### src/rtl/uart_transmitter.sv
// 8N1 UART transmitter fed from a valid/ready byte FIFO dequeue port.
// One byte in flight; ready reopens in the final stop-bit cycle for gapless back-to-back frames.
module uart_transmitter #(
  parameter int CLOCK_FREQ = 125_000_000,
  parameter int BAUD_RATE  = 115_200
) (
  input  logic       clk,
  input  logic       reset,
  input  logic [7:0] data_in,
  input  logic       data_in_valid,
  output logic       data_in_ready,
  output logic       serial_out
);

  localparam int SYMBOL_EDGE_TIME    = CLOCK_FREQ / BAUD_RATE;
  localparam int CLOCK_COUNTER_WIDTH = $clog2(SYMBOL_EDGE_TIME);
  // Keep the counter at least one bit wide when a bit lasts a single cycle.
  localparam int CNT_W = (CLOCK_COUNTER_WIDTH < 1) ? 1 : CLOCK_COUNTER_WIDTH;
  localparam logic [CNT_W-1:0] CNT_LAST = CNT_W'(SYMBOL_EDGE_TIME - 1);
  localparam logic [3:0] DATA_LAST_IDX = 4'd8;
  localparam logic [3:0] STOP_IDX      = 4'd9;

  typedef enum logic {IDLE, SEND} state_t;

  state_t           state, state_nxt;
  logic [3:0]       bit_idx, bit_idx_nxt;
  logic [CNT_W-1:0] cnt, cnt_nxt;
  logic [7:0]       shift, shift_nxt;
  logic             serial_nxt;
  logic             bit_end;
  logic             fire;

  always_ff @(posedge clk) begin
    if (reset) begin
      state      <= IDLE;
      bit_idx    <= 4'd0;
      cnt        <= '0;
      shift      <= 8'd0;
      serial_out <= 1'b1;
    end else begin
      state      <= state_nxt;
      bit_idx    <= bit_idx_nxt;
      cnt        <= cnt_nxt;
      shift      <= shift_nxt;
      serial_out <= serial_nxt;
    end
  end

  always_comb begin
    state_nxt     = state;
    bit_idx_nxt   = bit_idx;
    cnt_nxt       = cnt;
    shift_nxt     = shift;
    serial_nxt    = serial_out;
    bit_end       = (cnt == CNT_LAST);
    data_in_ready = (state == IDLE) || (bit_end && (bit_idx == STOP_IDX));
    fire          = data_in_valid && data_in_ready;

    if (fire) begin
      state_nxt   = SEND;
      bit_idx_nxt = 4'd0;
      cnt_nxt     = '0;
      shift_nxt   = data_in;
      serial_nxt  = 1'b0;
    end else if (state == SEND) begin
      if (!bit_end) begin
        cnt_nxt = cnt + CNT_W'(1);
      end else if (bit_idx == STOP_IDX) begin
        state_nxt   = IDLE;
        bit_idx_nxt = 4'd0;
        cnt_nxt     = '0;
        serial_nxt  = 1'b1;
      end else begin
        cnt_nxt     = '0;
        bit_idx_nxt = bit_idx + 4'd1;
        // Leaving the last data bit drives the stop bit; otherwise shift out the next LSB.
        if (bit_idx == DATA_LAST_IDX) begin
          serial_nxt = 1'b1;
        end else begin
          serial_nxt = shift[0];
          shift_nxt  = {1'b0, shift[7:1]};
        end
      end
    end
  end

endmodule

### config.mk
export PLATFORM = sky130hd
export DESIGN_NAME = uart_transmitter
export DESIGN_NICKNAME = d
export VERILOG_FILES = /design/src/rtl/uart_transmitter.sv
export SDC_FILE = /design/constraint.sdc
export NUM_CORES = 1
export LEC_CHECK = 0
export BUFFER_PORTS_ARGS = -buffer_cell sky130_fd_sc_hd__buf_2
export CAP_MARGIN = 30
export CORE_MARGIN = 1
export CORE_UTILIZATION = 50
export CTS_CLUSTER_SIZE = 14
export DETAILED_ROUTE_END_ITERATION = 6
export GPL_ROUTABILITY_DRIVEN = 1
export GPL_TIMING_DRIVEN = 0
export PLACE_DENSITY = 0.74
export SLEW_MARGIN = 10
export SYNTH_ARGS = -nofsm -noshare
export SYNTH_HDL_FRONTEND = slang
export SYNTH_SLANG_ARGS = --single-unit
### constraint.sdc
create_clock -name clk -period 2.5 [get_ports clk]
set_input_delay 0.5 -clock clk [delete_from_list [all_inputs] [get_ports clk]]
set_output_delay 0.5 -clock clk [all_outputs]
set_load 0.01 [all_outputs]
==> flow_metrics.py <==
metrics = {
    "place": {
        "dp.final_hpwl_um": 2092,
        "io_buffers": 11,
        "place_congestion": 0.7954,
    },
    "cts": {
        "cts_buffers": 3,
        "cts_tree": "done",
        "clockBufferDepth": 2,
        "clock_sinks": 25,
        "cts_hold_buf": 0,
        "cts_root_buf": "clkbuf_4",
        "insertion_delay_ns": 0.34,
        "h-tree-depth": 1,
        "cts.clk_slew.worst_paths_ns": 0.16,
    },
    "cells_and_area": {
        "area_growth_pct": 12.42,
        "regArea_um2": 509.2,
        "utilization_pct": 61.06,
        "layout_common_cells": "dfxtp_1 (20), nor2_1 (14), nor3_1 (13), nand3_1 (13), buf_2 (12)",
        "drive_gt1_share_pct": 25.73,
        "n_antenna_cell": 0,
        "layout.nets": 185,
        "fill_cells": 247,
        "final_common_cell": "dfxtp_1",
        "multiInputGateArea_um2": 805.8,
    },
    "floorplan": {
        "die_h_um": 54.35,
        "initial_core_util_pct": 54.32,
        "num_rows": 18,
        "die_w_um": 54.35,
        "io-pin-count": 13,
        "core_um2": 2522,
        "die_area_um2": 2953,
    },
    "worst_setup_path": {
        "crit_required_ns": 2.00,
        "r2r-end": "shift[3]$_SDFFE_PP0P_",
        "start_kind": "register",
        "worstSetupEndpointType": "primary output",
        "critPathArrivalTime_ns": 1.95,
        "critical_path.max_fanout": 2,
        "r2r_cells": 6,
        "r2r-start": "cnt[6]$_SDFFE_PP0P_",
        "reg2reg_slack_ns": 0.16,
        "critPathKind": "reg2out",
    },
    "synth": {
        "async_flop_share_pct": 0,
        "synth-edff-count": 0,
        "yosys.area_share.adder_pct": 1.826,
        "yosys.area_share.xor_xnor_pct": 5.753,
        "syn-num-nets": 165,
        "yosys_warnings": 0,
        "yosysUniqueCellTypes": 41,
        "synth_compound_area_share_pct": 22.10,
        "synthFlopType": "dfxtp_1",
        "ys_ff_latch": 25,
        "synthSimpleGateAreaFrac_pct": 27.21,
        "synth.mux.area_fraction_pct": 1.461,
        "synth_top_family_by_area": "simple AND/OR/NAND/NOR gates",
        "syn_inst": 152,
        "avgSynthCellArea_um2": 9.014,
        "ys_seq_area_share_pct": 36.53,
        "syn_area_um2": 1370,
    },
    "timing": {
        "tightest_slew_ns": 0.6558,
        "setup_viol": 0,
        "whs_ns": 0.4579,
        "period_needed_ns": 2.448,
        "max_freq_mhz": 408.5,
        "relSlewSlack_pct": 55.92,
        "fin_crit_sh_pct": 97.93,
        "final.setup.tns_ns": 0,
        "clock_skew_ns": 0.01494,
        "finalHoldViolCount": 0,
        "drv_slew": 0,
        "rsz0062_at_grt": "false",
    },
    "drt": {
        "drtPass1Iterations": 4,
        "ant_nets": 0,
        "via_per_inst": 6.144,
        "vias": 1235,
        "initialDrtViolationCount": 22,
        "wl_um": 2983,
        "drc": 0,
        "wl_per_cell_um": 14.84,
    },
    "global_routing": {
        "grt_pass1_wl_um": 5009,
        "use_met2_pct": 38.41,
        "grt_usage_pct": 23.28,
        "grt_antenna_before_repair": 0,
        "grt_start_max_net_pins": 15,
        "grt_overflow_total": 0,
        "grt_pass1_vias": 1150,
        "gr-max-usage-layer": "met2",
        "grt_use_met1_pct": 29.34,
        "use_met3_pct": 3.889,
    },
    "power_and_ir_drop": {
        "pwr_density_cell_nw_per_um2": 470.3,
        "total_power_w": 0.0007244,
        "p_leak_nw": 0.4845,
        "ir_drop_mv": 0.3401,
    },
    "outcome": {
        "outcome": "finished clean",
    },
    "run": {
        "cap_violations": 0,
    },
    "min_path": {
        "hold_end": "shift[5]$_SDFFE_PP0P_",
        "worstHoldStart": "data_in[5]",
        "whs_path_depth": 3,
        "hp-class": "in2reg",
    },
}
-- stage by stage --
| stage | instance area [um^2] | worst slack (ns) | std cells |
|---|---|---|---|
| after floorplan | 1370 | 0.3807 | 152 |
| after global placement | 1463 | 0.1970 | 193 |
| after detailed placement | 1463 | 0.1994 | 193 |
| after CTS | 1530 | 0.02740 | 201 |
| after global routing | 1540 | 0.002396 | 201 |
| final | 1540 | 0.05183 | 201 |
-- critical path, stage by stage, from the launching register on --
cell,delay [ns]
dfxtp_2,0.35
or4b_4,0.52
buf_6,0.13
o41a_4,0.45
clkinv_4,0.06
buf_2,0.11
-- synth_stat cells (2+ instances only) --
master,instances,area share (%)
inv_1,5,1.4
a31oi_1,3,1.4
ha_1,2,1.8
dfxtp_1,25,37
nor4_1,3,1.4
nand3_1,13,4.7
nand2b_1,6,2.7
clkbuf_1,4,1.1
a311oi_2,7,7.7
nor2_1,14,3.8
a21oi_1,4,1.5
xnor2_1,6,3.8
nand2_1,7,1.9
o21ai_0,8,2.9
buf_1,2,0.55
nor3_1,13,4.7
xor2_1,3,1.9
mux2i_1,2,1.5
nand4_1,3,1.4
-- cells by family after synthesis --
logic type,count (synthesis)
AOI/OAI and AO/OA,31
and+or+nand+nor,68
muxes,2
DFF,25
buffers and inverters,15
adders and majority gates,2
xor gates and xnor gates,9
-- state kept, by name (all words and copies together), names as in the netlist --
signal	count
shift	8
cnt	11
bit_idx	4
serial_out	1
state	1
-- layer usage --
layer	part of all wire [%]	wire length [um]
met2	49	1457
met3	3.1	93
met1	46	1387
met4	1.5	45
met5	0	0
-- final cells by class --
cell class / count / area share (%)
plain buffers: 7 / 2.356
well taps: 30 / 2.437
flip-flops and latches: 25 / 33.06
inverters: 7 / 2.031
multi-input cells: 112 / 52.32
repair buffers: 16 / 6.011
clock inverters: 1 / 0.3249
clock buffers: 3 / 1.462
-- power by group --
| part | total (W) | switching [W] | internal, W |
|---|---|---|---|
| registers | 0.000421 | 0.00000929 | 0.000411 |
| clock network | 0.000195 | 0.000135 | 0.0000602 |
| logic | 0.000109 | 0.0000651 | 0.0000438 |
-- worst max-delay path by stage --
stage | start | endpoint | slack (ns)
6_report | cnt[6]$_SDFFE_PP0P_ | data_in_ready | 0.05
2_1_floorplan | cnt[6]$_SDFFE_PP0P_ | data_in_ready | 0.38
4_1_cts | cnt[6]$_SDFFE_PP0P_ | data_in_ready | 0.03
3_5_place_dp | cnt[6]$_SDFFE_PP0P_ | data_in_ready | 0.20
3_3_place_gp | cnt[6]$_SDFFE_PP0P_ | data_in_ready | 0.20
5_1_grt | bit_idx[0]$_SDFFE_PP0P_ | data_in_ready | 0.002
-- timing repair --
item | 4_1_cts | 5_1_grt
pin swaps | 1 | 0
resized for setup | 4 | 5
gates cloned | 0 | 0
setup buffers | 5 | 0
setup endpoints to repair | 1 | 1
Note: power is estimated with default switching activity, not from simulation.
